**src/rtl/product_accumulator.sv**
```systemverilog
// product_accumulator: sums LEN unsigned products per frame and holds the total with a sticky overflow flag.
// Define SATURATE_EN to clamp the total at 2**ACC_W-1 on overflow instead of wrapping.
module product_accumulator #(
  parameter int PROD_W = 8,
  parameter int ACC_W  = 16,
  parameter int LEN    = 16
) (
  input  logic              clk,
  input  logic              rst,
  input  logic              clear,
  input  logic              in_valid,
  output logic              in_ready,
  input  logic [PROD_W-1:0] in_prod,
  output logic              out_valid,
  input  logic              out_ready,
  output logic [ACC_W-1:0]  out_sum,
  output logic              out_ovf
);
  localparam int CNT_W = $clog2(LEN + 1);
  localparam logic [1:0] IDLE = 2'd0, ACCUM = 2'd1, HOLD = 2'd2;
  logic [1:0] st;
  logic [ACC_W-1:0] acc, nxt_acc;
  logic [CNT_W-1:0] cnt;
  logic ovf, accept, rel, last;
  logic [ACC_W:0] sum;
  assign in_ready  = !clear && st != HOLD;
  assign accept    = in_valid && in_ready;
  assign out_valid = st == HOLD;
  assign rel       = out_valid && out_ready;
  assign out_sum   = acc;
  assign out_ovf   = ovf;
  assign sum  = {1'b0, acc} + (ACC_W + 1)'(in_prod);
  assign last = st == IDLE ? LEN == 1 : cnt == CNT_W'(LEN - 1);
`ifdef SATURATE_EN
  // Once clamped, acc+x still carries out (or adds zero), so it stays at the ceiling.
  assign nxt_acc = sum[ACC_W] ? {ACC_W{1'b1}} : sum[ACC_W-1:0];
`else
  assign nxt_acc = sum[ACC_W-1:0];
`endif
  always_ff @(posedge clk or posedge rst) begin
    if (rst) begin
      st  <= IDLE;
      acc <= '0;
      cnt <= '0;
      ovf <= 1'b0;
    end else if (clear || rel) begin
      st  <= IDLE;
      acc <= '0;
      cnt <= '0;
      ovf <= 1'b0;
    end else if (accept) begin
      st  <= last ? HOLD : ACCUM;
      acc <= st == IDLE ? ACC_W'(in_prod) : nxt_acc;
      cnt <= st == IDLE ? CNT_W'(1) : cnt + CNT_W'(1);
      ovf <= st == IDLE ? 1'b0 : ovf | sum[ACC_W];
    end
  end
endmodule

```
**config.mk**
```make
export PLATFORM = sky130hd
export DESIGN_NAME = product_accumulator
export DESIGN_NICKNAME = d
export VERILOG_FILES = /design/src/rtl/product_accumulator.sv
export SDC_FILE = /design/constraint.sdc
export NUM_CORES = 1
export LEC_CHECK = 0
export CAP_MARGIN = 20
export CORE_UTILIZATION = 30
export DETAILED_ROUTE_END_ITERATION = 6
export SYNTH_ARGS = -nofsm -noshare
export SYNTH_HDL_FRONTEND = slang
export SYNTH_SLANG_ARGS = --single-unit
```
**constraint.sdc**
```tcl
create_clock -name clk -period 2.5 [get_ports clk]
set_input_delay 0.5 -clock clk [delete_from_list [all_inputs] [get_ports clk]]
set_output_delay 0.5 -clock clk [all_outputs]
set_load 0.02 [all_outputs]
```
==> metrics.csv, run 1 <==
metric;value;unit
critical path class;in -> reg;
I/O Pins;32;
die area;0.00524;mm²
Syn Nets;176;
Total Wirelength;3560;µm
WL/cell;13.3;µm
Port Buffers;31;
Mapped Cells;152;
worst-margin pin slew;0.448;ns
max incr delay on CP;0.46;ns
Layout area overhead;38.4;%
dpl hpwl;2710;µm
post-synth top area share;0.404;
# rows;25;
sequential-to-total area share from yosys stat;0.404;
Leak;0.901;nW
critical path peak fanout;8;
Post-Syn Area per Cell;9.79;µm²
fin crit share;0.956;
worst setup path endpoint;out_sum[13];
worst flop-to-flop path startpoint;out_sum[0];
final setup fails;0;
WHS;0.529;ns
Peak Freq;418;MHz
Critical Path Start;in_prod[4];
largest net degree at the start of global routing;25;
Mapped Area;0.00149;mm²
first-pass GRT wire length;6080;µm
Root Driver;clkbuf_8;
CTS sink cnt;24;
H-tree Lvls;1;
number of global-route vias before repair;1284;
antenna violations before repair;0;
CTS tree;done;
Tmin final;2.39;ns
vias;1330;
status;complete, no violations;
TritonRoute pass-1 iters;4;
RSZ-0062 raised after global routing;false;
final slew viol count;0;
most frequent cells in the layout;clkdlybuf4s50_1 (31), dfrtp_1 (24), nand2_1 (17);
Fillers;498;
R2R Path End;out_ovf;
Critical-path top delay cell;clkdlybuf4s50_1;
GRT Overall Usage;0.148;
CP Launch Type;input pin;
Core Area;0.00475;mm²
gr ovfl total;0;
Slew HR;0.700;
critical-path cell list;clkdlybuf4s50_1 > ha_1 > o211ai_1 > o21ai_1 > a221oi_2 > buf_4 > or4_1 > a21oi_1;
kind of end point of the critical path;register;
maximum vdd drop;0.000371;V
Worst Path Arrival;2.59;ns
Seq cells post-synth;24;
Worst-Skew Late Latency;0.27;ns
post-synthesis async set-or-reset flop share;1.00;
Yosys warning count;0;
Tot Pwr;0.00102;W
Num CTS Buffers;3;
die width;72.4;µm
number of flops mapped to enable cells by yosys;0;
Synth area leaders;dfrtp_1 (40%), ha_1 (8.4%), xor2_1 (4.7%), nand2_1 (4.3%), nor2_1 (3.5%);
Final Wtd Congestion;0.810;
Primary FF master, synth;dfrtp_1;
Post-DRT Antenna Nets;0;
die height;72.4;µm
Cell Pwr Density;498;mW/mm²
DRC violations left;0;
Seq. cell area;601;µm²
share of layout cells above drive strength 1;0.125;
Yosys top cell by area;dfrtp_1;
worst-case reg-to-reg path depth;7;
area of the multi-input gates;868;µm²
nets@finish;225;
Worst Clk Skew;0.00492;ns
worst-case clock buffer depth;2;
Vias per Instance;4.98;
clock transition at the registers of the reported paths;0.09;ns
worst hold path type;reg -> reg;
R2R setup slack;0.40;ns
initial drt markers;72;
worst path required time;2.70;ns
Antenna Cells;0;
max cap viols;0;
Distinct cells, synth;42;
Final Hold Viols;0;
Starting Density;0.313;
commonest non-fill, non-tap cell in the layout;clkdlybuf4s50_1;
Final Util;0.433;
-- routing by layer --
metal | wire [µm] | track usage | part of all wire | vias up
li1 | - | - | - | 665
met1 | 1670 | 0.191 | 0.47 | 631
met2 | 1720 | 0.251 | 0.48 | 30
met3 | 140 | 0.0333 | 0.039 | 4
met4 | 35 | 0.0370 | 0.0098 | 0
met5 | 0 | 0 | 0 | -
-- synthesized netlist by cell type (all sizes together) (2+ instances only) --
master,instances
nand3,4
buf,2
inv,3
and3,4
a21oi,7
o211ai,5
a211oi,2
xnor2,4
dfrtp,24
a22oi,5
nand4,2
ha,10
or4,3
nand2,17
o21ai,11
xor2,8
mux2i,5
a21o,3
nor2,14
-- kinds of logic after synthesis --
logic type                 count (synthesis)  share of synthesized area
AOI/OAI and AO/OA                         44                      0.202
xor gates and xnor gates                  12                     0.0706
adders and majority gates                 11                     0.0976
buffers and inverters                      5                     0.0160
DFF                                       24                      0.404
muxes                                      6                     0.0463
and+or+nand+nor                           50                      0.164
-- flip-flops by register name, indices dropped and copies added (netlist names) --
register / cells
cnt: 5
st: 2
out_ovf: 1
out_sum: 16
-- worst min path at each step --
stage                           from    endpoint  slack [ns]  depth (start not counted)
after floorplan               cnt[3]      cnt[3]        0.48                          2
after global placement        cnt[3]      cnt[3]        0.50                          2
after detailed placement  out_sum[0]  out_sum[0]        0.52                          2
after CTS                 out_sum[0]  out_sum[0]        0.54                          2
after global routing          cnt[3]      cnt[3]        0.57                          2
final                     out_sum[0]  out_sum[0]        0.53                          2
-- power breakdown --
group,internal [W],switching (W)
logic,0.000127,0.000130
registers,0.000403,0.0000166
clock network,0.000214,0.000134
total,0.000744,0.000280
-- stage by stage --
step | setup TNS, ns | worst slack (ns) | area (µm²) | std cells
2_1_floorplan | 0 | 0.353 | 1490 | 152
3_3_place_gp | -0.592 | -0.122 | 1980 | 263
3_5_place_dp | -0.886 | -0.173 | 1980 | 263
4_1_cts | 0 | 0.0606 | 2050 | 267
5_1_grt | 0 | 0.0130 | 2060 | 267
6_report | 0 | 0.110 | 2060 | 267
-- layout make-up --
class,instances,area share
repair buffers,46,0.205
inverters,3,0.00547
multi-input cells,123,0.422
flip-flops and latches,24,0.292
clock buffers,3,0.0201
clock inverters,1,0.0146
well taps,67,0.0407
-- repair_timing --
item | 4_1_cts | 5_1_grt
hold buffers | 0 | 0
endpoints found under the setup margin | 0 | 1
endpoints found under the hold margin | 0 | 0
setup buffers | 0 | 0
resized for setup | 0 | 1
-- worst max-delay path: cells and delay by family --
kind | cells | cell delay, ns
and+or+nand+nor | 1 | 0.46
adders and majority gates | 1 | 0.39
buffers and inverters | 2 | 0.63
AOI/OAI and AO/OA | 4 | 0.62
(Power assumes the default switching activity.)
==> run 2: changes to the inputs <==
--- a/config.mk
+++ b/config.mk
@@ -7,7 +7,9 @@
 export LEC_CHECK = 0
 export CAP_MARGIN = 20
 export CORE_UTILIZATION = 30
+export CTS_CLUSTER_DIAMETER = 60
 export DETAILED_ROUTE_END_ITERATION = 6
+export GPL_ROUTABILITY_DRIVEN = 0
 export SYNTH_ARGS = -nofsm -noshare
 export SYNTH_HDL_FRONTEND = slang
 export SYNTH_SLANG_ARGS = --single-unit
==> results of run 2 <==
Final layout, timing and power as in run 1 (identical DEF).
==> run 3: changes to the inputs <==
--- a/config.mk
+++ b/config.mk
@@ -6,10 +6,11 @@
 export NUM_CORES = 1
 export LEC_CHECK = 0
 export CAP_MARGIN = 20
-export CORE_UTILIZATION = 30
+export CORE_UTILIZATION = 40
 export CTS_CLUSTER_DIAMETER = 60
 export DETAILED_ROUTE_END_ITERATION = 6
 export GPL_ROUTABILITY_DRIVEN = 0
+export PLACE_DENSITY = 0.65
 export SYNTH_ARGS = -nofsm -noshare
 export SYNTH_HDL_FRONTEND = slang
 export SYNTH_SLANG_ARGS = --single-unit
==> run 3 against run 2 <==
Compared with the run above: total power fell by 7.8%; non-clock buffer count fell by 1; global-route usage up 5.1 points; count of clock-buffer cells in the layout is 1 higher; utilization increased by 15 points; sequential cell count is the same; die area shrank 24%; routed wire length grew 1.0%; clock skew down 0.0019 ns; combinational power is essentially flat; critical endpoint is now out_ovf; critical path depth did not move.
==> metrics.csv, run 3 (synthesis gave the netlist of run 1 again) <==
metric;value;unit;change
status;complete, no violations;;
R2R Path End;out_ovf;;
gr ovfl total;0;;unchanged
final slew viol count;0;;unchanged
Antenna Cells;0;;unchanged
worst-case reg-to-reg path depth;7;;unchanged
Seq pwr share;0.444;;+0.034
critical path peak fanout;3;;-5
H-tree Lvls;1;;unchanged
Port Buffers;31;;unchanged
hold_buf cts;0;;unchanged
die area;0.00397;mm²;-24%
dpl hpwl;2690;µm;-0.73%
P_sw;0.000275;W;-1.8%
Layout area overhead;34.7;%;
Core Area;0.00344;mm²;-28%
clock transition at the registers of the reported paths;0.08;ns;about the same
largest net degree at the start of global routing;25;;unchanged
CP Launch Type;input pin;;
vias;1373;;+3.2%
Fillers;327;;-34%
critical path class;in -> reg;;
die height;63.0;µm;-13%
Hold Path Stages;2;;unchanged
Num CTS Buffers;3;;unchanged
initial drt markers;68;;-5.6%
commonest non-fill, non-tap cell in the layout;clkdlybuf4s50_1;;
Worst Clk Skew;0.00304;ns;-0.00187 ns
Post-DRT Antenna Nets;0;;unchanged
R2R setup slack;0.42;ns;+0.02 ns
Tmin final;2.35;ns;-0.0413 ns
Final Hold Viols;0;;unchanged
Slew HR;0.664;;-0.0358
worst-margin pin slew;0.502;ns;+0.0536 ns
CTS sink cnt;24;;unchanged
Sw Share;0.291;;+0.0178
TritonRoute pass-1 iters;4;;unchanged
first-pass GRT wire length;6330;µm;+4.1%
GRT Overall Usage;0.200;;+0.0514
internal power;0.000669;W;-10%
Min-Delay Startpoint;cnt[3];;
Vias per Instance;5.60;;+13%
die width;63.0;µm;-13%
most frequent cells in the layout;clkdlybuf4s50_1 (31), dfrtp_1 (24), nand2_1 (17);;
max FFs per register;16;;unchanged
worst flop-to-flop path startpoint;out_sum[0];;
Leak;0.888;nW;-1.5%
DRC violations left;0;;unchanged
Peak Freq;426;MHz;+1.8%
Placed Instances;241;;-8.4%
I/O Pins;32;;unchanged
CTS tree;done;;
Logic pwr share;0.269;;+0.018
share of layout cells above drive strength 1;0.116;;-0.00942
setup TNS;0;ns;unchanged
Non-Filler Instances;245;;-8.2%
worst-case clock buffer depth;2;;unchanged
max cap viols;0;;unchanged
WHS Endpoint;cnt[3];;
final setup fails;0;;unchanged
fin crit share;0.940;;-0.0165
worst path required time;2.66;ns;-0.04 ns
Root Driver;clkbuf_8;;
Cell Area, Placed;0.00195;mm²;-1.7%
Post-CTS Resized;0;;unchanged
# rows;21;;-16%
antenna violations before repair;0;;unchanged
Post-CTS Setup Bufs;0;;unchanged
RSZ-0062 raised after global routing;false;;
Total Wirelength;3600;µm;+1.0%
nets@finish;224;;-0.44%
Worst Path Arrival;2.51;ns;-0.08 ns
Worst-Skew Late Latency;0.27;ns;about the same
WL/cell;14.7;µm;+10%
kind of end point of the critical path;register;;
design area;0.00200;mm²;-2.7%
maximum vdd drop;0.000253;V;-32%
worst hold path type;reg -> reg;;
Starting Density;0.432;;+0.119
clock share of power;0.286;;-0.054
Cell Pwr Density;471;mW/mm²;-5.3%
number of global-route vias before repair;1405;;+9.4%
-- run 3: cell types whose count changed in the layout (fill, tap and decap cells not counted) --
cell	change
clkbuf_8	+1
a211oi_2	-1
a211oi_1	+1
buf_4	-1
bufinv_16	-1
-- run 3: area by class of cell --
type	count	area (µm²)	share of cell area
tap	46	57.6	0.0287
inverter	3	11.3	0.00562
timing repair buffer	45	415	0.207
sequential	24	601	0.300
multi-input combinational	123	863	0.431
clock buffer	4	55.1	0.0275
-- run 3: metal layers --
layer	GRT usage	routed length [µm]	vias to the layer above
met3	0.0310	99	11
met2	0.351	1830	28
met1	0.241	1580	672
met4	0.0785	86	0
met5	0	0	-
li1	-	-	662
-- run 3: worst max-delay path: stages --
cell and delay, ns:
clkdlybuf4s50_1 0.43, ha_1 0.23, fa_1 0.39, a211oi_1 0.29, o211ai_1 0.17, and3_1 0.23
a41oi_1 0.21, nor2_1 0.06
-- run 3: power by group through the flow --
stage	sequential (W)	clock, W	combinational (W)
after floorplan	0.000437	0	0.000132
after global placement	0.000426	0	0.000250
after detailed placement	0.000427	0	0.000254
after CTS	0.000420	0.000276	0.000256
after global routing	0.000422	0.000292	0.000282
final	0.000419	0.000270	0.000254
-- run 3: worst max-delay path by stage --
| stage | from | to | slack [ns] | depth (start not counted) |
|---|---|---|---|---|
| floorplan | in_prod[0] | out_ovf | 0.35 | 7 |
| global placement | in_prod[0] | out_ovf | -0.11 | 8 |
| detailed placement | in_prod[0] | out_ovf | -0.15 | 8 |
| CTS | in_prod[0] | out_ovf | 0.13 | 8 |
| global route | in_prod[0] | out_ovf | 0.02 | 8 |
| finish | in_prod[0] | out_ovf | 0.15 | 8 |
-- run 3: through the flow --
| stage | setup slack (ns) | util | hold slack [ns] | power (W) |
|---|---|---|---|---|
| finish | 0.151 | 0.582 | 0.532 | 0.000944 |
| global route | 0.0243 | 0.582 | 0.580 | 0.000996 |
| floorplan | 0.353 | - | 0.483 | 0.000569 |
| CTS | 0.131 | 0.582 | 0.540 | 0.000951 |
| global placement | -0.110 | 0.566 | 0.496 | 0.000676 |
| detailed placement | -0.154 | 0.566 | 0.519 | 0.000681 |
